File: config.mk
export PLATFORM = sky130hd
export DESIGN_NAME = sign_narrow
export DESIGN_NICKNAME = d
export VERILOG_FILES = /design/src/rtl/sign_narrow.sv
export SDC_FILE = /design/constraint.sdc
export NUM_CORES = 1
export LEC_CHECK = 0
export BUFFER_PORTS_ARGS = -buffer_cell sky130_fd_sc_hd__clkbuf_2
export CAP_MARGIN = 5
export CORE_MARGIN = 2
export CORE_UTILIZATION = 42
export CTS_CLUSTER_SIZE = 24
export DETAILED_ROUTE_END_ITERATION = 12
export HOLD_SLACK_MARGIN = 0.05
export PLACE_DENSITY = 0.74
export REMOVE_ABC_BUFFERS = 1
export SLEW_MARGIN = 20
export SYNTH_ARGS = -nofsm -noshare
export SYNTH_HDL_FRONTEND = slang
export SYNTH_SLANG_ARGS = --single-unit
File: constraint.sdc
create_clock -name Clk -period 1.9 [get_ports Clk]
set_input_delay 0.38 -clock Clk [delete_from_list [all_inputs] [get_ports Clk]]
set_output_delay 0.38 -clock Clk [all_outputs]
set_load 0.005 [all_outputs]
File: src/rtl/sign_narrow.sv
// Narrows a signed IN_W word to OUT_W with truncate/saturate policy, buffered in a small FIFO.
// Optional overflow statistics counter: define SIGN_NARROW_STATS_EN to build it.
module sign_narrow #(
    parameter int IN_W  = 32,
    parameter int OUT_W = 16,
    parameter int DEPTH = 2,
    parameter int CNT_W = 8
) (
    input  logic             Clk,
    input  logic             Reset,
    input  logic             in_valid,
    output logic             in_ready,
    input  logic [IN_W-1:0]  in_data,
    input  logic             sat_mode,
    output logic             out_valid,
    input  logic             out_ready,
    output logic [OUT_W-1:0] out_data,
    output logic             out_ovf,
    output logic [CNT_W-1:0] ovf_count
);

    localparam int PW = (DEPTH > 1) ? $clog2(DEPTH) : 1;
    localparam int CW = $clog2(DEPTH + 1);

    // Handshake: a transfer happens on a rising edge where valid & ready are both 1.
    // in_ready and out_valid depend only on the registered count, so neither
    // side has a combinational path to the other.

    logic [IN_W-OUT_W:0] upper;
    logic                ovf;
    logic [OUT_W-1:0]    sat_val;
    logic [OUT_W-1:0]    narrowed;

    always_comb begin
        upper    = in_data[IN_W-1:OUT_W-1];
        ovf      = ~(&upper | ~|upper);
        sat_val  = in_data[IN_W-1] ? {1'b1, {(OUT_W-1){1'b0}}}
                                   : {1'b0, {(OUT_W-1){1'b1}}};
        narrowed = (sat_mode && ovf) ? sat_val : in_data[OUT_W-1:0];
    end

    logic [OUT_W-1:0] mem_data [DEPTH];
    logic             mem_ovf  [DEPTH];
    logic [PW-1:0]    rd_ptr;
    logic [PW-1:0]    wr_ptr;
    logic [CW-1:0]    count;
    logic             push;
    logic             pop;

    assign in_ready  = (count < CW'(DEPTH));
    assign out_valid = (count != '0);
    assign push      = in_valid && in_ready;
    assign pop       = out_valid && out_ready;
    assign out_data  = mem_data[rd_ptr];
    assign out_ovf   = mem_ovf[rd_ptr];

    // Storage is cleared on reset so the head reads as zero until the first push.
    always_ff @(posedge Clk) begin
        if (Reset) begin
            rd_ptr <= '0;
            wr_ptr <= '0;
            count  <= '0;
            for (int i = 0; i < DEPTH; i++) begin
                mem_data[i] <= '0;
                mem_ovf[i]  <= 1'b0;
            end
        end else begin
            if (push) begin
                mem_data[wr_ptr] <= narrowed;
                mem_ovf[wr_ptr]  <= ovf;
                wr_ptr           <= wr_ptr + PW'(1);
            end
            if (pop) begin
                rd_ptr <= rd_ptr + PW'(1);
            end
            case ({push, pop})
                2'b10:   count <= count + CW'(1);
                2'b01:   count <= count - CW'(1);
                default: count <= count;
            endcase
        end
    end

`ifdef SIGN_NARROW_STATS_EN
    always_ff @(posedge Clk) begin
        if (Reset) begin
            ovf_count <= '0;
        end else if (push && ovf && (ovf_count != '1)) begin
            ovf_count <= ovf_count + CNT_W'(1);
        end
    end
`else
    assign ovf_count = '0;
`endif

endmodule

== After elaboration in Yosys (flattened, before gate mapping) ==
Memories as Yosys holds them, arrays and structs flattened. A register that Yosys moved wholly into a read port is not among the register bits.
Cells that the tools add are included.
W data, S select, Z words.

* RAM bits: 34
* Logic and storage cells: 42
* Memories kept: 2
* Register bits after elaboration: 4
* Input port bits: 37

{| class="wikitable"
|+ Memories
! name !! depth !! width !! read ports !! clocked after Yosys merged registers in !! write ports !! line !! source
|-
| mem_data || 2 || 16 || 1 || 1 || 2 || 42 || <nowiki>logic [OUT_W-1:0] mem_data [DEPTH];</nowiki>
|-
| mem_ovf || 2 || 1 || 1 || 1 || 2 || 43 || <nowiki>logic mem_ovf [DEPTH];</nowiki>
|}

* Bitwise operators: 2
* Add/subtract/negate cells: 4
* Multiplexer cells: 18
* Equality and inequality tests: 2
* Reductions and logical operators: 10
* Order comparisons: 1

{| class="wikitable"
|+ Operators by type and width
! operator !! number
|-
| $mux W16 || 3
|-
| $reduce_and A17 Y1 || 1
|-
| $reduce_or A17 Y1 || 1
|-
| $reduce_or A16 Y1 || 1
|-
| $mux W1 || 14
|-
| $pmux W2 S2 || 1
|-
| $reduce_bool A2 Y1 || 2
|-
| $logic_and A1 B1 Y1 || 3
|-
| $add A1 B1 Y1 const B || 2
|-
| $add A2 B1 Y2 const B || 1
|-
| $eq A2 B1 Y1 const B || 1
|-
| $eq A2 B2 Y1 const B || 1
|-
| $lt A2 B2 Y1 const B || 1
|-
| $sub A2 B1 Y2 const B || 1
|-
| $logic_not A1 Y1 || 1
|-
| $not A1 Y1 || 1
|-
| $or A1 B1 Y1 || 1
|-
| $reduce_or A1 Y1 || 1
|}

== Logic depth before layout (Yosys ltp) ==
* Word-level depth: 7
* Mapped depth: 7
* Gate-level depth less buffers: 6

== Least setup slack after synthesis ==
Ideal clock, no wire load.

* Path kind: input-to-reg
* From: input port Reset
* To: memory mem_data[1][0], enable pin
* Setup slack: -136 ps
* Path buffers: 3
* Setup time: 337 ps
* Data arrival time: 1700 ps
* Stages: 5
* Data required time: 1563 ps
* Cell sequence: clkbuf_1 -> nor3b_1 -> clkbuf_1 -> clkbuf_1 -> or2_2

{| class="wikitable"
|+ RTL lines
! element !! line !! source
|-
| start, declared || 10 || <nowiki>input logic Reset,</nowiki>
|-
| end, declared || 42 ||
|}

==> impl_metrics.env <==
export IMPL_outcome="finished clean"
export IMPL_final_common_cell="clkbuf_2"
export IMPL_cpPeakStageDelay_ns=0.38
export IMPL_numCtsBuffers=5
export IMPL_yosysSeqAreaShare=0.5569
export IMPL_hp_start="Reset"
export IMPL_grt_overflow=0
export IMPL_ys_ff_latch=39
export IMPL_skew_ns=0.004762
export IMPL_wire_per_inst_um=13.29
export IMPL_p_leak_nw=1.037
export IMPL_cts_tree="yes"
export IMPL_hp_class="input pin to register"
export IMPL_areaGrowthSynthToFinish_pct=23.74
export IMPL_fp_dieH_um=73.24
export IMPL_antenna_found_initial=0
export IMPL_crit_chain="buf_4 > mux2_2 > clkbuf_2"
export IMPL_cap_violations=0
export IMPL_crit_required_ns=1.52
export IMPL_ctsResizeCount=0
export IMPL_gp_congestion=0.6929
export IMPL_met3_usage=0.04558
export IMPL_synth_distinct_cells=32
export IMPL_numPortBuffers=55
export IMPL_ant_nets=0
export IMPL_critPathLaunchType="register"
export IMPL_viasPerCell=5.164
export IMPL_clkSlewWorstSetupHoldPaths_ns=0.07
export IMPL_grtUsageMet1=0.1949
export IMPL_r2r_start="count[1]"
export IMPL_grt_max_degree=23
export IMPL_drt_total_wl_um=3959
export IMPL_drcViolationCount=0
export IMPL_endpoint_kind="output pin"
export IMPL_htreeDepth=2
export IMPL_postCtsHoldBufs=0
export IMPL_cp_slowest_cell="mux2_2"
export IMPL_hold_viol=0
export IMPL_fin_ws_ns=0.1827
export IMPL_fillers=424
export IMPL_hold_depth=2
export IMPL_cts_setup_buffers=0
export IMPL_ir_drop_mv=0.3995
export IMPL_finalCritPeriodShare=0.9038
export IMPL_first_pass_iters=4
export IMPL_tns_ns=0
export IMPL_rsz0062_at_grt="no"
export IMPL_worstPathArrival_ns=1.34
export IMPL_vias=1539
export IMPL_final_min_clock_period_ns=1.717
export IMPL_cp_max_fo=17
export IMPL_rows=25
export IMPL_fmax_mhz=582.3
export IMPL_path_depth=3
export IMPL_grt_pass1_wl_um=6561
export IMPL_antenna_cells=0
export IMPL_clk_latency_ns=0.28
export IMPL_setup_viol=0
export IMPL_drive_above_1_share=0.4221
export IMPL_syn_inst=181
export IMPL_clock_sinks=39
export IMPL_busiest_layer="met2"
export IMPL_final_nets=281
export IMPL_boundaryPins=64
export IMPL_slew_viol_final=0
export IMPL_synth_area_um2=2013
export IMPL_rrSetupSlack_ns=0.21
export IMPL_layout_common_cells="clkbuf_2, nand2_1, edfxtp_1"
export IMPL_grt_pass1_vias=1469
export IMPL_r2r_end="count[1]"
export IMPL_path_class="register to output pin"
export IMPL_core_area_um2=4661
export IMPL_crit_buf_inv=2
export IMPL_chipWidth_um=73.24
export IMPL_drt_iter0_drc=85
export IMPL_grt_use_met2=0.2833
export IMPL_grtUsageTotal=0.1621
export IMPL_initial_utilization=0.4319
export IMPL_preCtsSetupSlack_ns=-0.2057
export IMPL_cts_root_buf="clkbuf_8"
export IMPL_clk_path_buf_depth=2
export IMPL_syn_area_per_cell_um2=11.12
export IMPL_dieArea_um2=5363
export IMPL_regArea_um2=1121
export IMPL_synthesis_yosys_warnings=0
export IMPL_worstRegToRegCells=5
export IMPL_power_density_nw_per_um2=1017
export IMPL_dpl_hpwl_um=2779
export IMPL_multiInputGateArea_um2=807.0
export IMPL_cp_top_family="multiplexers"
-- layer usage --
layer	share of wire	vias to the layer above
met2	0.51	63
met4	0.0099	0
met5	0	-
met3	0.070	6
met1	0.41	714
li1	-	756
-- cells by family (layout without fill, tap and decap cells) --
group	count (synthesis)	after routing	share of synthesized area
compound gates	33	33	0.08701
simple gates	63	63	0.1560
flops	39	39	0.5569
other cells	1	8	0.001863
mux	19	19	0.1050
xor+xnor	4	4	0.01741
fa+ha+maj	1	1	0.006214
buf+inv	21	77	0.06960
-- area by class of cell --
| cell class | instances | area share |
|---|---|---|
| clock buffer | 7 | 0.03064 |
| clock inverter | 1 | 0.002009 |
| inverter | 1 | 0.001507 |
| multi-input combinational | 128 | 0.3240 |
| sequential | 39 | 0.4500 |
| tap | 54 | 0.02712 |
| timing repair buffer | 68 | 0.1647 |
-- synthesized netlist by cell type --
master     n  area [µm²]
o21bai_1   1       7.510
o21ai_2    2       17.52
or4_4      1       11.26
clkbuf_1   6       22.52
xnor2_1    2       17.52
nand2_1   36       135.1
or2_2      2       12.51
buf_6      4       45.04
dfxtp_1    5       100.1
mux2_2    17       191.4
and3_1     3       18.77
xor2_1     2       17.52
edfxtp_1  34        1021
ha_1       1       12.51
nor3_2     1       10.01
conb_1     1       3.750
o21ai_1   28       140.1
nand4_1    7       43.79
nor3b_1    1       7.510
mux2i_1    2       20.02
buf_4      8       60.06
a21oi_1    1       5.000
buf_2      1       5.000
nor2_1     5       18.77
nor4_1     2       12.51
nor2b_1    1       6.260
and2_1     1       6.260
nor4_2     2       25.02
or3_1      1       6.260
o21ai_0    1       5.000
buf_1      1       3.750
inv_1      1       3.750
-- power breakdown --
group,internal (mW),total (mW),switching [mW]
Sequential,1.12,1.18,0.0549
Clock,0.258,0.529,0.271
Combinational,0.422,0.827,0.405
Total,1.80,2.53,0.730
-- metrics by stage --
step	util	instance area, µm²	total power, mW	std cells	hold slack [ns]
after floorplan	-	1903	1.666	168	0.4491
after global placement	0.5128	2390	2.009	290	0.4853
after detailed placement	0.5128	2390	2.028	290	0.4984
after CTS	0.5302	2471	2.554	298	0.3920
after global routing	0.5345	2491	2.695	298	0.4126
final	0.5345	2491	2.534	298	0.3899
-- registers in the layout (all words and copies together), names as in the netlist, named ones only --
name      count
wr_ptr        1
mem_data     32
mem_ovf       2
count         2
rd_ptr        1
-- worst max-delay path by stage --
| stage | start | endpoint | slack [ns] |
|---|---|---|---|
| after floorplan | count[1] | mem_data[1][0] | -0.75 |
| after global placement | in_data[22] | mem_data[1][12] | -0.16 |
| after detailed placement | in_data[26] | mem_data[1][7] | -0.21 |
| after CTS | in_data[26] | mem_data[1][7] | 0.09 |
| after global routing | in_data[26] | mem_data[0][8] | 0.04 |
| final | register | out_data[15] | 0.18 |
-- worst reg2reg max path, stage by stage (launching register included) --
cell and delay (ns):
dfxtp_1 0.33, or2_2 0.30, and2_1 0.18, ha_1 0.31
or3_1 0.35, a21oi_1 0.14
Power figures use the tool's default switching activity.
